$ cat config.mk
export PLATFORM = sky130hd
export DESIGN_NAME = ahb_apb_bridge_gen2
export DESIGN_NICKNAME = d
export VERILOG_FILES = /design/src/rtl/ahb_apb_pkg.sv /design/src/rtl/apb_addr_decoder.sv /design/src/rtl/ahb_apb_bridge_gen2.sv
export SDC_FILE = /design/constraint.sdc
export NUM_CORES = 1
export LEC_CHECK = 0
export ABC_AREA = 1
export CORE_MARGIN = 8
export CORE_UTILIZATION = 44
export CTS_BUF_LIST = sky130_fd_sc_hd__clkbuf_16
export DETAILED_ROUTE_END_ITERATION = 6
export GPL_TIMING_DRIVEN = 0
export PLACE_DENSITY = 0.86
export SYNTH_ARGS = -nofsm -noshare
export SYNTH_HDL_FRONTEND = slang
export SYNTH_SLANG_ARGS = --single-unit
$ cat constraint.sdc
create_clock -name i_hclk -period 3.6 [get_ports i_hclk]
set_input_delay 0.54 -clock i_hclk [delete_from_list [all_inputs] [get_ports i_hclk]]
set_output_delay 0.54 -clock i_hclk [all_outputs]
set_load 0.03 [all_outputs]
$ cat src/rtl/ahb_apb_pkg.sv
// Shared encodings for the AHB-Lite to APB4 bridge: transfer types, response codes,
// bridge FSM states and the byte-strobe helper.
package ahb_apb_pkg;

  typedef enum logic [1:0] {
    HTRANS_IDLE   = 2'b00,
    HTRANS_BUSY   = 2'b01,
    HTRANS_NONSEQ = 2'b10,
    HTRANS_SEQ    = 2'b11
  } htrans_e;

  localparam logic HRESP_OKAY  = 1'b0;
  localparam logic HRESP_ERROR = 1'b1;

  typedef enum logic [2:0] {
    ST_IDLE,
    ST_WCAP,
    ST_SETUP,
    ST_ACCESS,
    ST_ERR1,
    ST_ERR2
  } bridge_state_e;

  // 2^size contiguous byte lanes starting at the lane selected by the low address bits
  function automatic logic [7:0] strbFromSize(input logic [2:0] addrLo, input logic [2:0] size);
    logic [7:0] ones;
    ones = 8'hFF >> (4'd8 - (4'd1 << size));
    return ones << addrLo;
  endfunction

endpackage

$ cat src/rtl/apb_addr_decoder.sv
// Maps an AHB address onto a one-hot APB slave select; each slave owns a
// 2^DEC_LSB window starting at BASE_ADDR.
module apb_addr_decoder
  import ahb_apb_pkg::*;
#(
  parameter int unsigned       ADDR_W    = 32,
  parameter int unsigned       NUM_SLV   = 4,
  parameter int unsigned       DEC_LSB   = 12,
  parameter logic [ADDR_W-1:0] BASE_ADDR = 32'h8000_0000
) (
  input  logic [ADDR_W-1:0]  i_haddr,
  output logic [NUM_SLV-1:0] o_sel,
  output logic               o_hit
);

  localparam int unsigned IDX_W = (NUM_SLV > 1) ? $clog2(NUM_SLV) : 1;

  logic [ADDR_W-1:0] w_offset;
  logic [ADDR_W-1:0] w_window;

  assign w_offset = i_haddr - BASE_ADDR;
  assign w_window = w_offset >> DEC_LSB;
  assign o_hit    = (i_haddr >= BASE_ADDR) && (w_window < ADDR_W'(NUM_SLV));
  assign o_sel    = o_hit ? (NUM_SLV'(1) << w_window[IDX_W-1:0]) : '0;

endmodule

$ cat src/rtl/ahb_apb_bridge_gen2.sv
// AHB-Lite slave to APB4 master bridge with one outstanding transfer, wait-state
// support and a two-cycle AHB ERROR response for slave errors or bad accesses.
module ahb_apb_bridge_gen2
  import ahb_apb_pkg::*;
#(
  parameter int unsigned       ADDR_W    = 32,
  parameter int unsigned       DATA_W    = 32,
  parameter int unsigned       NUM_SLV   = 4,
  parameter int unsigned       DEC_LSB   = 12,
  parameter logic [ADDR_W-1:0] BASE_ADDR = 32'h8000_0000
) (
  input  logic                  i_hclk,
  input  logic                  i_hresetn,
  input  logic                  i_hsel,
  input  logic                  i_hwrite,
  input  logic                  i_hready_in,
  input  logic [1:0]            i_htrans,
  input  logic [2:0]            i_hsize,
  input  logic [ADDR_W-1:0]     i_haddr,
  input  logic [DATA_W-1:0]     i_hwdata,
  output logic [DATA_W-1:0]     o_hrdata,
  output logic                  o_hreadyout,
  output logic                  o_hresp,
  output logic [ADDR_W-1:0]     o_paddr,
  output logic [DATA_W-1:0]     o_pwdata,
  output logic [DATA_W/8-1:0]   o_pstrb,
  output logic [NUM_SLV-1:0]    o_psel,
  output logic                  o_penable,
  output logic                  o_pwrite,
  input  logic [DATA_W-1:0]     i_prdata,
  input  logic                  i_pready,
  input  logic                  i_pslverr
);

  localparam int unsigned STRB_W   = DATA_W / 8;
  localparam int unsigned MAX_SIZE = $clog2(STRB_W);
  localparam logic [2:0]  LO_MASK  = 3'(STRB_W - 1);

  bridge_state_e       r_state, w_next;
  logic [NUM_SLV-1:0]  r_selOh, r_psel;
  logic [ADDR_W-1:0]   r_paddr;
  logic [DATA_W-1:0]   r_pwdata, r_hrdata;
  logic [STRB_W-1:0]   r_pstrb;
  logic                r_pwrite, r_penable, r_hreadyout, r_hresp;

  logic [NUM_SLV-1:0]  w_decSel, w_selNext;
  logic [STRB_W-1:0]   w_strb;
  logic                w_hit, w_take, w_err, w_newTxn;

  apb_addr_decoder #(
    .ADDR_W    (ADDR_W),
    .NUM_SLV   (NUM_SLV),
    .DEC_LSB   (DEC_LSB),
    .BASE_ADDR (BASE_ADDR)
  ) u_dec (
    .i_haddr (i_haddr),
    .o_sel   (w_decSel),
    .o_hit   (w_hit)
  );

  // Only IDLE and ERR2 present hreadyout=1, so only they may take a new address phase
  assign w_take    = ((r_state == ST_IDLE) || (r_state == ST_ERR2)) && i_hsel && i_hready_in &&
                     ((i_htrans == HTRANS_NONSEQ) || (i_htrans == HTRANS_SEQ));
  assign w_err     = !w_hit || (i_hsize > 3'(MAX_SIZE));
  assign w_newTxn  = w_take && !w_err;
  assign w_strb    = STRB_W'(strbFromSize(i_haddr[2:0] & LO_MASK, i_hsize));
  assign w_selNext = w_newTxn ? w_decSel : r_selOh;

  always_comb begin
    w_next = r_state;
    unique case (r_state)
      ST_IDLE, ST_ERR2: begin
        if (!w_take)     w_next = ST_IDLE;
        else if (w_err)  w_next = ST_ERR1;
        else if (i_hwrite) w_next = ST_WCAP;
        else             w_next = ST_SETUP;
      end
      ST_WCAP:   w_next = ST_SETUP;
      ST_SETUP:  w_next = ST_ACCESS;
      ST_ACCESS: if (i_pready) w_next = i_pslverr ? ST_ERR1 : ST_IDLE;
      ST_ERR1:   w_next = ST_ERR2;
      default:   w_next = ST_IDLE;
    endcase
  end

  // Outputs are registered from the next state so they line up with the state they describe
  always_ff @(posedge i_hclk or negedge i_hresetn) begin
    if (!i_hresetn) begin
      r_state     <= ST_IDLE;
      r_selOh     <= '0;
      r_psel      <= '0;
      r_paddr     <= '0;
      r_pwdata    <= '0;
      r_pstrb     <= '0;
      r_pwrite    <= 1'b0;
      r_penable   <= 1'b0;
      r_hreadyout <= 1'b1;
      r_hresp     <= HRESP_OKAY;
      r_hrdata    <= '0;
    end else begin
      r_state     <= w_next;
      r_hreadyout <= (w_next == ST_IDLE) || (w_next == ST_ERR2);
      r_hresp     <= ((w_next == ST_ERR1) || (w_next == ST_ERR2)) ? HRESP_ERROR : HRESP_OKAY;
      r_penable   <= (w_next == ST_ACCESS);
      r_psel      <= ((w_next == ST_SETUP) || (w_next == ST_ACCESS)) ? w_selNext : '0;
      if (w_newTxn) begin
        r_selOh  <= w_decSel;
        r_paddr  <= i_haddr;
        r_pwrite <= i_hwrite;
        r_pstrb  <= i_hwrite ? w_strb : '0;
      end
      if (r_state == ST_WCAP) r_pwdata <= i_hwdata;
      if ((r_state == ST_ACCESS) && i_pready && !i_pslverr && !r_pwrite) r_hrdata <= i_prdata;
    end
  end

  assign o_hrdata    = r_hrdata;
  assign o_hreadyout = r_hreadyout;
  assign o_hresp     = r_hresp;
  assign o_paddr     = r_paddr;
  assign o_pwdata    = r_pwdata;
  assign o_pstrb     = r_pstrb;
  assign o_psel      = r_psel;
  assign o_penable   = r_penable;
  assign o_pwrite    = r_pwrite;

endmodule

==> flow_metrics.py, run 1 <==
metrics = {
    "finish": {
        "diodes": 0,
        "drive_gt1_share_pct": 17.5,
        "fin_area_mm2": 0.00737,
        "fin_util_pct": 75.4,
        "instances_no_fill": 757,
        "nNetsFinal": 719,
        "area_growth_pct": 66.1,
    },
    "flow_run": {
        "maxCapViolations": 0,
    },
    "global_route": {
        "track_usage_pct": 20.4,
        "grt_pass1_wl_um": 20700,
        "antenna_found_initial": 0,
        "gr-total-overflow": 0,
        "grt_max_degree": 68,
        "grt_pass1_vias": 4027,
    },
    "setup_path": {
        "ff2ff_path_depth": 6,
        "r2r-start": "r_state[2]$_DFF_PN0_",
        "cp.arrival_ns": 1.59,
        "r2r_end": "o_hrdata[1]$_DFFE_PN0P_",
        "slowest_delay_ns": 0.69,
        "crit_required_ns": 3.06,
        "cpMaxStageDelayCell": "clkdlybuf4s50_1",
        "critPathTopFamily": "buffers and inverters",
        "crit_fanout": 1,
        "critPathCaptureType": "output port",
        "startpoint_type": "flop",
        "crit_type": "reg -> out",
        "worstPathCellList": "clkdlybuf4s50_1",
        "r2r_setup_slack_ns": 1.89,
        "cp.buffers_inverters": 1,
    },
    "place": {
        "io_buffers": 214,
        "globalplace.congestion": 0.777,
        "post-dp-hpwl_um": 10300,
        "placed_area_mm2": 0.00677,
        "post-place-cells": 725,
    },
    "cts": {
        "root_buffer": "clkbuf_16",
        "path_clk_slew_ns": 0.05,
        "cts_resized": 0,
        "cts_tree": "built",
        "numCtsBuffers": 17,
        "cts_setup_buffers": 0,
        "clockBufferDepth": 2,
        "cts_max_level": 4,
        "clock_sinks": 115,
        "clk_latency_ns": 0.40,
        "cts_hold_buf": 0,
    },
    "die": {
        "die_h_um": 116,
        "start_util_pct": 45.4,
        "core_area_mm2": 0.00977,
        "die_w_um": 116,
        "row_count": 36,
        "top_level_ports": 216,
        "dieArea_mm2": 0.0135,
    },
    "sta": {
        "finalSetupViolations": 0,
        "slew_violations": 0,
        "tightest_slew_ns": 0.659,
        "max_freq_mhz": 469,
        "max-slew-margin-rel_pct": 56.1,
        "hold_viol": 0,
        "fin_skew_ns": 0.0103,
        "fin_crit_ns": 2.13,
        "rsz0062_at_grt": "no",
        "fin_crit_sh_pct": 59.2,
        "hold_ws_ns": 0.183,
    },
    "synthesis": {
        "synth_cell_types": 21,
        "ys_ff_latch": 115,
        "syn_avg_cell_area_um2": 11.8,
        "synth_area_mm2": 0.00443,
        "syn_inst": 377,
        "yosys_warnings": 0,
        "synthesis.nets": 485,
        "synth_seq_area_share_pct": 64.9,
    },
    "outcome": {
        "status": "complete, no violations",
    },
    "power_and_ir_drop": {
        "power_mw": 6.02,
        "p_per_area_mw_per_mm2": 818,
        "ir_drop_mv": 0.688,
        "leakage_nw": 3.40,
    },
    "min_path": {
        "holdCritPathClass": "in -> async",
    },
    "routing": {
        "antenna_left": 0,
        "drt_iter0_markers": 148,
        "vias": 3568,
        "drc": 0,
        "viasPerCell": 4.71,
        "drt-total-wl_um": 13600,
        "dr.pass1.iters": 4,
        "wl_per_cell_um": 17.9,
    },
}
-- layer usage --
metal	wire length (µm)	vias up	GRT usage, %
met3	1210	15	8.32
met5	0	-	0
met4	206	0	7.35
li1	-	1680	-
met2	7370	152	38.2
met1	4780	1721	19.7
-- cells in the mapped netlist --
library cell / instances / area [µm²]
nor2_1: 70 / 263
o21ai_0: 7 / 35.0
dfstp_2: 1 / 26.3
nand3_1: 13 / 65.1
mux2_2: 60 / 676
inv_2: 2 / 7.51
a31oi_1: 1 / 6.26
nor2_4: 1 / 11.3
buf_6: 2 / 22.5
nor3_1: 3 / 15.0
nand2_1: 38 / 143
o21ai_1: 4 / 20.0
buf_2: 9 / 45.0
o21ai_2: 1 / 8.76
dfrtp_1: 114 / 2850
mux2_1: 4 / 45.0
inv_1: 39 / 146
a21oi_1: 3 / 15.0
nor2_2: 1 / 6.26
o22ai_1: 1 / 6.26
or2_2: 3 / 18.8
-- how the worst max path moves through the flow --
stage / startpoint / to / slack (ns) / cells past startpoint
after floorplan: i_haddr[17] / o_paddr[21]$_DFFE_PN0P_ / 2.04 / 8
after global placement: i_hresetn / o_pwdata[8]$_DFFE_PN0N_ / -2.19 / 1
after detailed placement: i_haddr[24] / o_paddr[23]$_DFFE_PN0P_ / 1.37 / 9
after CTS: o_hreadyout$_DFF_PN1_ / o_hreadyout / 1.44 / 1
after global routing: o_hreadyout$_DFF_PN1_ / o_hreadyout / 1.39 / 1
final: o_hreadyout$_DFF_PN1_ / o_hreadyout / 1.47 / 1
-- per-stage QoR --
| stage | setup WS (ns) | TNS (ns) |
|---|---|---|
| after floorplan | 2.04 | 0 |
| after global placement | -2.19 | -249.09 |
| after detailed placement | 1.37 | 0 |
| after CTS | 1.44 | 0 |
| after global routing | 1.39 | 0 |
| final | 1.47 | 0 |
-- layout make-up --
cell class                 instances  area [µm²]
clock buffer                      17         425
sequential                       115        2880
fill                             668        2410
inverter                          41         154
tap                              133         166
buffer                            11        67.6
clock inverter                    15         174
multi-input combinational        210        1330
timing repair buffer             215        2170
-- state kept, by name, summed over array words and instances (netlist names) --
signal / count
o_hrdata: 32
o_hreadyout: 1
o_hresp: 1
o_paddr: 32
o_penable: 1
o_psel: 4
o_pstrb: 4
o_pwdata: 32
o_pwrite: 1
r_selOh: 4
r_state: 3
-- cell usage in the layout (no fill, tap or decap), types with 3 or more instances in the layout --
cell / count
clkinv_2: 4
o21ai_1: 4
mux2_1: 4
mux2_2: 60
clkdlybuf4s50_1: 213
clkbuf_16: 17
nand3_1: 13
dfrtp_1: 114
or2_2: 3
o21ai_0: 7
buf_2: 9
inv_1: 42
nand2_1: 38
nor3_1: 3
a21oi_1: 3
bufinv_16: 4
nor2_1: 70
-- cell families after synthesis --
family / count (synthesis) / synth area share (%)
compound gates: 17 / 2.06
simple gates: 129 / 11.8
flops: 115 / 64.9
mux: 64 / 16.3
buf+inv: 52 / 4.99
-- power by group --
part           switching, mW  internal [mW]  leakage [nW]
clock                  0.555           1.14         0.301
sequential             0.205           1.70          1.38
combinational           1.31           1.12          1.72
total                   2.07           3.95          3.40
Power figures use the tool's default switching activity.
==> inputs of run 2 (changes only) <==
--- a/config.mk
+++ b/config.mk
@@ -7,11 +7,11 @@
 export LEC_CHECK = 0
 export ABC_AREA = 1
 export CORE_MARGIN = 8
-export CORE_UTILIZATION = 44
+export CORE_UTILIZATION = 41
 export CTS_BUF_LIST = sky130_fd_sc_hd__clkbuf_16
 export DETAILED_ROUTE_END_ITERATION = 6
 export GPL_TIMING_DRIVEN = 0
-export PLACE_DENSITY = 0.86
+export PLACE_DENSITY = 0.81
 export SYNTH_ARGS = -nofsm -noshare
 export SYNTH_HDL_FRONTEND = slang
 export SYNTH_SLANG_ARGS = --single-unit
==> constraint.sdc (replaced) <==
create_clock -name i_hclk -period 2.2 [get_ports i_hclk]
set_input_delay 0.33 -clock i_hclk [delete_from_list [all_inputs] [get_ports i_hclk]]
set_output_delay 0.33 -clock i_hclk [all_outputs]
set_load 0.03 [all_outputs]
==> run 2 against run 1 <==
  * The flow now finishes with violations (hold timing)
  * Setup slack got worse by 1.2 ns
  * Sequential power increased by 62%
  * Critical path depth unchanged
  * Final cell count increased by 0.79%
  * Critical endpoint unchanged
  * Via count decreased by 2.9%
  * Non-clock buffer count unchanged
==> flow_metrics.py, run 2 (synthesis results as in run 1) <==
metrics = {
    "setup_path": {
        "r2r-start": "r_state[2]$_DFF_PN0_",
        "crit_required_ns": 1.87,
        "startpoint_type": "flop",
        "cp.buffers_inverters": 1,
        "crit_fanout": 1,
        "critPathTopFamily": "buffers and inverters",
        "cp.arrival_ns": 1.58,
        "startpoint": "o_hreadyout$_DFF_PN1_",
        "cpMaxStageDelayCell": "clkdlybuf4s50_1",
        "crit_type": "reg -> out",
        "worstPathCellList": "clkdlybuf4s50_1",
        "slowest_delay_ns": 0.69,
        "critPathCaptureType": "output port",
    },
    "power_and_ir_drop": {
        "swShare_pct": 34.9,
        "pwr-share-clk_pct": 25.6,
        "power_frac_seq_pct": 32.9,
        "ir_drop_mv": 0.690,
        "p_int_mw": 6.11,
        "comb_power_share_pct": 41.6,
        "p_per_area_mw_per_mm2": 1290,
        "leakage_nw": 3.35,
        "p_switching_mw": 3.28,
    },
    "outcome": {
        "status": "finished with violations",
        "violations": "hold timing",
    },
    "routing": {
        "wl_per_cell_um": 16.2,
        "drt_iter0_markers": 132,
        "antenna_left": 0,
        "drc": 0,
        "viasPerCell": 4.54,
        "dr.pass1.iters": 4,
        "drt-total-wl_um": 12300,
        "vias": 3465,
    },
    "die": {
        "row_count": 38,
        "die_h_um": 120,
        "start_util_pct": 41.5,
        "top_level_ports": 216,
        "dieArea_mm2": 0.0144,
        "core_area_mm2": 0.0107,
        "die_w_um": 120,
    },
    "global_route": {
        "gr-total-overflow": 0,
        "grt_pass1_wl_um": 19400,
        "antenna_found_initial": 0,
        "grt_pass1_vias": 3805,
        "grt_max_degree": 64,
        "track_usage_pct": 17.3,
    },
    "cts": {
        "numCtsBuffers": 17,
        "cts_setup_buffers": 0,
        "cts_resized": 0,
        "clock_sinks": 115,
        "path_clk_slew_ns": 0.05,
        "clk_latency_ns": 0.39,
        "cts_max_level": 4,
        "clockBufferDepth": 2,
        "root_buffer": "clkbuf_16",
        "cts_tree": "built",
        "cts_hold_buf": 0,
    },
    "place": {
        "post-dp-hpwl_um": 9800,
        "globalplace.congestion": 0.765,
        "placed_area_mm2": 0.00678,
        "post-place-ws_ns": 0.178,
        "io_buffers": 214,
        "post-place-cells": 732,
    },
    "sta": {
        "max-slew-margin-rel_pct": 54.1,
        "hold_viol": 18,
        "max_freq_mhz": 523,
        "finalSetupViolations": 0,
        "tightest_slew_ns": 0.689,
        "fin_skew_ns": 0.00640,
        "slew_violations": 0,
        "setup_slack_ns": 0.287,
        "rsz0062_at_grt": "no",
        "fin_crit_ns": 1.91,
        "hold_ws_ns": -0.0250,
        "fin_crit_sh_pct": 86.9,
    },
    "finish": {
        "mostFrequentLayoutCells": "clkdlybuf4s50_1 (213), dfrtp_1 (114), nor2_1 (70)",
        "fin_area_mm2": 0.00730,
        "area_growth_pct": 64.6,
        "instances_no_fill": 763,
        "final.fill_count": 809,
        "final_common_cell": "clkdlybuf4s50_1",
        "fin_util_pct": 68.2,
        "drive_gt1_share_pct": 17.3,
        "nNetsFinal": 719,
        "diodes": 0,
    },
    "min_path": {
        "holdCritPathClass": "in -> async",
    },
    "flow_run": {
        "maxCapViolations": 0,
    },
}
==> run 2: changes by cell type in the layout (fill, tap and decap cells not counted), sizes merged <==
| cell | change |
|---|---|
| clkinv | +2 |
| clkinvlp | +2 |
| bufinv | -3 |
| inv | -2 |
==> run 2: layer usage <==
layer / share of wire, % / vias to the layer above / global-route usage (%)
met1: 37 / 1648 / 17.8
met2: 52 / 124 / 30.2
met3: 8.3 / 25 / 6.81
met4: 3.1 / 0 / 8.43
met5: 0 / - / 0
li1: - / 1668 / -
==> run 2: final timing paths <==
check | to | slack [ns] | cells after the start
worst min register to register | o_paddr[31]$_DFFE_PN0P_ | 0.48 | 1
worst max register to register | o_hrdata[6]$_DFFE_PN0P_ | 0.60 | 6
max in group asynchronous | o_hrdata[25]$_DFFE_PN0P_ | 1.48 | 2
min in group i_hclk | o_paddr[31]$_DFFE_PN0P_ | 0.48 | 1
worst min-delay path | o_paddr[14]$_DFFE_PN0P_ | -0.02 | 1
worst max-delay path | o_hreadyout | 0.29 | 1
==> run 2: per-stage QoR <==
stage | hold WS, ns | setup TNS [ns] | total power, mW
6_report | -0.0250 | 0 | 9.39
5_1_grt | 0.0326 | 0 | 9.83
4_1_cts | 0.00290 | 0 | 9.51
3_5_place_dp | 0.423 | 0 | 7.08
3_3_place_gp | 0.456 | -398.88 | 6.95
2_1_floorplan | 0.0344 | 0 | 5.28
==> run 2: final cells by class <==
type | count | area [µm²] | area share (%)
well taps | 140 | 175 | 2.40
plain buffers | 11 | 67.6 | 0.925
clock inverters | 14 | 98.8 | 1.35
flip-flops and latches | 115 | 2880 | 39.4
repair buffers | 215 | 2170 | 29.7
multi-input cells | 210 | 1330 | 18.3
inverters | 41 | 154 | 2.11
clock buffers | 17 | 425 | 5.83
==> run 2: worst register-to-register path, delay by kind of cell (launching register included) <==
family	cells	cell delay [ns]
flip-flops	1	0.40
AND/OR/NAND/NOR	3	0.41
multiplexers	1	0.33
buffers and inverters	2	0.34
==> run 2: power groups by stage <==
stage               clock [mW]  sequential, mW  combinational, mW
detailed placement           0            3.13               3.95
floorplan                    0            4.33              0.951
finish                    2.40            3.08               3.90
global route              2.57            3.17               4.10
global placement             0            3.07               3.87
CTS                       2.46            3.09               3.96
